`config.mk`:
```
export PLATFORM = sky130hd
export DESIGN_NAME = fetch_ctrl
export DESIGN_NICKNAME = d
export VERILOG_FILES = /design/src/rtl/fetch_ctrl_pkg.sv /design/src/rtl/fetch_ctrl_pc_gen.sv /design/src/rtl/fetch_ctrl.sv
export SDC_FILE = /design/constraint.sdc
export NUM_CORES = 1
export LEC_CHECK = 0
export BUFFER_PORTS_ARGS = -buffer_cell sky130_fd_sc_hd__buf_2
export CAP_MARGIN = 20
export CORE_ASPECT_RATIO = 1.75
export CORE_MARGIN = 5
export CORE_UTILIZATION = 30
export DETAILED_ROUTE_END_ITERATION = 10
export PLACE_DENSITY_LB_ADDON = 0.2
export SETUP_SLACK_MARGIN = 0.2
export SYNTH_ARGS = -nofsm -noshare
export SYNTH_HDL_FRONTEND = slang
export SYNTH_SLANG_ARGS = --single-unit
```
`constraint.sdc`:
```
create_clock -name clk -period 2.8 [get_ports clk]
set_clock_uncertainty 0.1 [all_clocks]
set_input_delay 0.14 -clock clk [delete_from_list [all_inputs] [get_ports clk]]
set_output_delay 0.14 -clock clk [all_outputs]
set_load 0.03 [all_outputs]
```
`src/rtl/fetch_ctrl_pkg.sv`:
```
// Shared definitions for the instruction fetch controller: FSM state
// encoding and the default memory/word geometry.
package fetch_ctrl_pkg;

  localparam int DEF_XLEN      = 32;
  localparam int DEF_MEM_BYTES = 32;
  localparam int WORD_BYTES    = 4;

  typedef enum logic [1:0] {
    ST_IDLE  = 2'd0,
    ST_LOAD  = 2'd1,
    ST_FETCH = 2'd2,
    ST_HALT  = 2'd3
  } state_e;

endpackage

```
`src/rtl/fetch_ctrl_pc_gen.sv`:
```
// Program counter owner: clears on start, steps one word per capture,
// takes word-aligned redirect targets and flags the end of memory.
module fetch_ctrl_pc_gen
  import fetch_ctrl_pkg::*;
#(
  parameter int MEM_BYTES = DEF_MEM_BYTES,
  parameter int XLEN      = DEF_XLEN
) (
  input  logic            clk,
  input  logic            reset,
  input  logic            clr,
  input  logic            adv,
  input  logic            redir,
  input  logic [XLEN-1:0] redir_pc,
  output logic [XLEN-1:0] pc,
  output logic            at_end,
  output logic            redir_oob
);

  localparam logic [XLEN-1:0] END_ADDR   = XLEN'(MEM_BYTES);
  localparam logic [XLEN-1:0] STEP       = XLEN'(WORD_BYTES);
  localparam logic [XLEN-1:0] ALIGN_MASK = ~XLEN'(WORD_BYTES - 1);

  logic [XLEN-1:0] pc_q;
  logic [XLEN-1:0] pc_d;
  logic [XLEN-1:0] target;

  // Redirect targets drop the byte offset; both bounds checks are unsigned.
  assign target    = redir_pc & ALIGN_MASK;
  assign redir_oob = (target >= END_ADDR);
  assign at_end    = (pc_q >= END_ADDR);
  assign pc        = pc_q;

  // Next pc: start wins, then redirect, then sequential advance.
  always_comb begin
    pc_d = pc_q;
    if (clr) begin
      pc_d = '0;
    end else if (redir) begin
      pc_d = target;
    end else if (adv) begin
      pc_d = pc_q + STEP;
    end
  end

  // pc register with asynchronous active-low clear.
  always_ff @(posedge clk or negedge reset) begin
    if (!reset) begin
      pc_q <= '0;
    end else begin
      pc_q <= pc_d;
    end
  end

endmodule

```
`src/rtl/fetch_ctrl.sv`:
```
// Instruction fetch controller: boot-time byte loader into an external
// memory, then a single-entry fetch buffer feeding decode with a
// valid/ready handshake, branch redirect and end-of-memory halt.
module fetch_ctrl
  import fetch_ctrl_pkg::*;
#(
  parameter int MEM_BYTES = DEF_MEM_BYTES,
  parameter int XLEN      = DEF_XLEN
) (
  input  logic            clk,
  input  logic            reset,
  input  logic            start,
  input  logic            load_en,
  input  logic [4:0]      load_addr,
  input  logic [7:0]      load_data,
  output logic            mem_we,
  output logic [4:0]      mem_waddr,
  output logic [7:0]      mem_wdata,
  output logic [XLEN-1:0] mem_pc,
  input  logic [XLEN-1:0] mem_instr,
  output logic            instr_valid,
  input  logic            instr_ready,
  output logic [XLEN-1:0] instr_data,
  output logic [XLEN-1:0] instr_pc,
  input  logic            redirect_en,
  input  logic [XLEN-1:0] redirect_pc,
  output logic            busy,
  output logic            halted
);

  state_e          state_q, state_d;
  logic            valid_q, valid_d;
  logic [XLEN-1:0] data_q, data_d;
  logic [XLEN-1:0] ipc_q, ipc_d;

  logic            pc_clr, pc_adv, pc_redir;
  logic [XLEN-1:0] pc;
  logic            at_end, redir_oob;

  fetch_ctrl_pc_gen #(
    .MEM_BYTES (MEM_BYTES),
    .XLEN      (XLEN)
  ) u_pc_gen (
    .clk       (clk),
    .reset     (reset),
    .clr       (pc_clr),
    .adv       (pc_adv),
    .redir     (pc_redir),
    .redir_pc  (redirect_pc),
    .pc        (pc),
    .at_end    (at_end),
    .redir_oob (redir_oob)
  );

  assign mem_pc      = pc;
  assign mem_waddr   = load_addr;
  assign mem_wdata   = load_data;
  assign instr_valid = valid_q;
  assign instr_data  = data_q;
  assign instr_pc    = ipc_q;
  assign busy        = (state_q == ST_LOAD) || (state_q == ST_FETCH);
  assign halted      = (state_q == ST_HALT);

  // Next state, fetch buffer update, pc controls and memory write strobe.
  always_comb begin
    state_d  = state_q;
    valid_d  = valid_q;
    data_d   = data_q;
    ipc_d    = ipc_q;
    pc_clr   = 1'b0;
    pc_adv   = 1'b0;
    pc_redir = 1'b0;
    mem_we   = 1'b0;
    case (state_q)
      ST_IDLE, ST_HALT: begin
        if (load_en) begin
          state_d = ST_LOAD;
        end else if (start) begin
          state_d = ST_FETCH;
          pc_clr  = 1'b1;
        end
      end
      ST_LOAD: begin
        if (load_en) begin
          mem_we = 1'b1;
        end else begin
          state_d = ST_IDLE;
        end
      end
      ST_FETCH: begin
        if (redirect_en) begin
          // Redirect flushes the buffered word, even one being accepted.
          valid_d  = 1'b0;
          pc_redir = 1'b1;
          if (redir_oob) begin
            state_d = ST_HALT;
          end
        end else if (!valid_q || instr_ready) begin
          if (at_end) begin
            // Last word has just been taken (or nothing is left to fetch).
            valid_d = 1'b0;
            state_d = ST_HALT;
          end else begin
            valid_d = 1'b1;
            data_d  = mem_instr;
            ipc_d   = pc;
            pc_adv  = 1'b1;
          end
        end
      end
      default: state_d = ST_IDLE;
    endcase
  end

  // Control and fetch buffer registers, all cleared by asynchronous reset.
  always_ff @(posedge clk or negedge reset) begin
    if (!reset) begin
      state_q <= ST_IDLE;
      valid_q <= 1'b0;
      data_q  <= '0;
      ipc_q   <= '0;
    end else begin
      state_q <= state_d;
      valid_q <= valid_d;
      data_q  <= data_d;
      ipc_q   <= ipc_d;
    end
  end

endmodule
```
==> summary.md <==
| Metric | Value |
|---|---|
| Post-synth EDFFs | 0 |
| Max-slew headroom | 0.5656 |
| Final hold viol count | 0 |
| Port Buffers | 163 |
| Area grow syn2layout | 47.38% |
| VDD IR max | between 0.0004 and 0.0005 V |
| Total wire length | 11,130 µm |
| Final worst path period share | 0.8818 |
| Total number of vias | 3,192 |
| Largest net degree at the start of global routing | 86 |
| CTS tree | built |
| Core Area | between 10,000 and 15,000 µm² |
| Final-report setup violation count | 0 |
| CP Class | reg2reg |
| Footprint of the multi-input gates | ~1300 µm² |
| Critical path origin | u_pc_gen.pc[11] |
| FF-to-FF End | instr_data[22] |
| CP arrival | 2590 ps |
| Synth top area cells | dfrtp_1, mux2_2, nand2_1, nor2b_1, buf_4 |
| Post-DP HPWL | 7509 µm |
| Filler Cell Count | 1,256 |
| Worst hold slack | 32.47 ps |
| FF+latch area | 2377 µm² |
| DRT Pass-1 Iters | 4 |
| Rows | 55 |
| Post-Syn Area | 3909 µm² |
| Critical R2R Launch | u_pc_gen.pc[11] |
| Starting Density | 0.3037 |
| Setup TNS | 0 ps |
| Routed WL per cell | approximately 15 µm |
| Critical Path Source Type | flip-flop |
| Mapped Cells | 333 |
| H-tree depth | 3 |
| CP endpoint | instr_data[22] |
| Antenna cells | 0 |
| Mapped Avg Cell Area | around 12 µm² |
| Yosys top cell area share | 0.6082 |
| CP max stage cell | nor4_1 |
| Vias in the first global route | roughly 3,400 |
| Area leader, netlist | dfrtp_1 |
| Number of max-cap violations | 0 |
| Max Slew Vio Count | 0 |
| CTS clock-pin slew for the worst setup and hold paths | roughly 70 ps |
| Crit-path cells | nor4_1 -> nand4_1 -> nor3_4 -> clkbuf_16 -> mux2_2 |
| GR Overflow Total | 0 |
| WHS Path Cells | 3 |
| Die area | approximately 16,000 µm² |
| DRC viols | 0 |
| Final ANT Viol Nets | 0 |
| Die Wd | ~96 µm |
| Layout cells sized above 1 | 0.4091 |
| Initial antenna violation count | 0 |
| Async S/R FF share, synth | 1.000 |
| DR vias/cell | 4.427 |
| Flops & latches, synth | between 90 and 100 |
| Measured slew at the worst slew-check pin | 642.6 ps |
| Fmax | 405.0 MHz |
| GRT Resource Usage Total | 0.1425 |
| Yosys warning count | 0 |
| Prevailing post-synth register cell | dfrtp_1 |
| Count of different cell masters after synthesis | 31 |
| Pwr dens | between 800 and 900 nW/µm² |
| Chip Height | between 150 and 200 µm |
| Clk_lat worst skew | roughly 330 ps |
| Critical path's largest stage delay | approximately 570 ps |
| Leakage power | 3.072 nW |
| Placer Congestion | 0.7351 |
| Final nets | 633 |
| Status | complete, no violations |
| Postcts setup bufs | 0 |
| CP Capture Type | flip-flop |
| Initial DRC Count | 71 |
| Tmin final | 2469 ps |
| Sequential fraction of the synthesis area | 0.6082 |
| Sink Count | 95 |
| Class of the worst hold path | in2reg |
| First-pass GRT wire length | 17,150 µm |
| I/O pin total | 196 |
| Unrepaired setup endpoints after global routing | no |
| Critical path data required time | between 2000 and 3000 ps |
| Number of buffers created by CTS | 9 |
| Cells on worst reg2reg path | 5 |
| Reg2Reg Setup Slack | 330 ps |
| Clk root buf | clkbuf_16 |
| CTS max path bufs | 2 |
| Crit-path max FO | 33 |
[layout by cell type (no fill, tap or decap), types with 5 or more instances in the layout]
cell	netlist	routed
buf_2	3	162
dfrtp_1	95	95
dlygate4sd3_1	0	61
nand2_1	55	55
mux2_2	35	35
nor2b_1	28	28
a21oi_1	26	26
nor4_1	11	11
clkbuf_16	0	10
nor2_1	9	9
inv_1	6	6
buf_4	18	5
[worst max-delay path: cells and delay by family (launching register included)]
family                 cells  cell delay (ps)
buffers and inverters      1              290
DFF                        1              390
muxes                      1              360
and+or+nand+nor            3             1190
[worst min-delay path by stage]
stage / startpoint / to
CTS: redirect_pc[3] / u_pc_gen.pc[3]
global placement: load_addr[4] / mem_waddr[4]
detailed placement: load_addr[4] / mem_waddr[4]
floorplan: reset / instr_data[0]
global route: redirect_pc[3] / u_pc_gen.pc[3]
finish: redirect_pc[5] / u_pc_gen.pc[5]
[kinds of logic (layout without fill, tap and decap cells)]
group	Yosys count	after routing	synth area share
AO/OA/AOI/OAI	34	34	0.04834
XOR/XNOR	2	2	0.004482
adder cells (fa/ha/maj)	5	5	0.01601
buffers and inverters	39	253	0.05954
flip-flops	95	95	0.6082
multiplexers	39	39	0.1111
other	1	4	0.0009594
AND/OR/NAND/NOR	118	118	0.1514
[layout make-up]
type	instances	share of cell area
Multi-Input combinational cell	202	0.2298
Inverter	6	0.003910
Clock inverter	6	0.01173
Tap cell	171	0.03714
Clock buffer	10	0.03975
Sequential cell	95	0.4127
Timing Repair Buffer	231	0.2650
[what timing repair did]
item	in CTS	in global routing
gates resized for setup	0	4
endpoints found under the hold margin	144	0
hold buffers	61	0
endpoints found under the setup margin	0	34
[cells in the mapped netlist, drive strengths merged (2+ instances only)]
cell and count:
a211oi 4, a21oi 26, and2 2, buf 24, clkbuf 9, dfrtp 95, ha 5, inv 6
mux2 35, mux2i 4, nand2 55, nand4 4, nor2 9, nor2b 28, nor3 4, nor4 11
nor4b 2, o21ai 2, xnor2 2
[metal layers]
layer | up-vias | share of wire | global-route usage
li1 | 1514 | - | -
met5 | - | 0 | 0
met3 | 15 | 0.066 | 0.02703
met2 | 122 | 0.52 | 0.2422
met1 | 1541 | 0.39 | 0.1679
met4 | 0 | 0.027 | 0.06930
[stage by stage]
step           power (W)  std cells  area (µm²)  setup slack, ps  utilization
6_report        0.004708        721        5761            331.1       0.4476
5_1_grt         0.004989        721        5761            205.7       0.4476
4_1_cts         0.004773        719        5710            295.0       0.4438
3_5_place_dp    0.003447        642        4803            308.0       0.3733
3_3_place_gp    0.003404        642        4803            380.8       0.3733
2_1_floorplan   0.002917        336        3920            701.0            -
[flip-flops by register name, summed over array words and instances, names as in the netlist]
name / count
instr_data: 32
instr_pc: 30
u_pc_gen.pc: 30
state_q: 2
instr_valid: 1
[power by group]
group | switching, W | total (W) | leakage (nW) | internal [W]
Sequential | 0.000208 | 0.00183 | 1.28 | 0.00162
Combinational | 0.00108 | 0.00165 | 1.65 | 0.000568
Clock | 0.000531 | 0.00123 | 0.139 | 0.000698
Note: power is estimated with default switching activity, not from simulation.
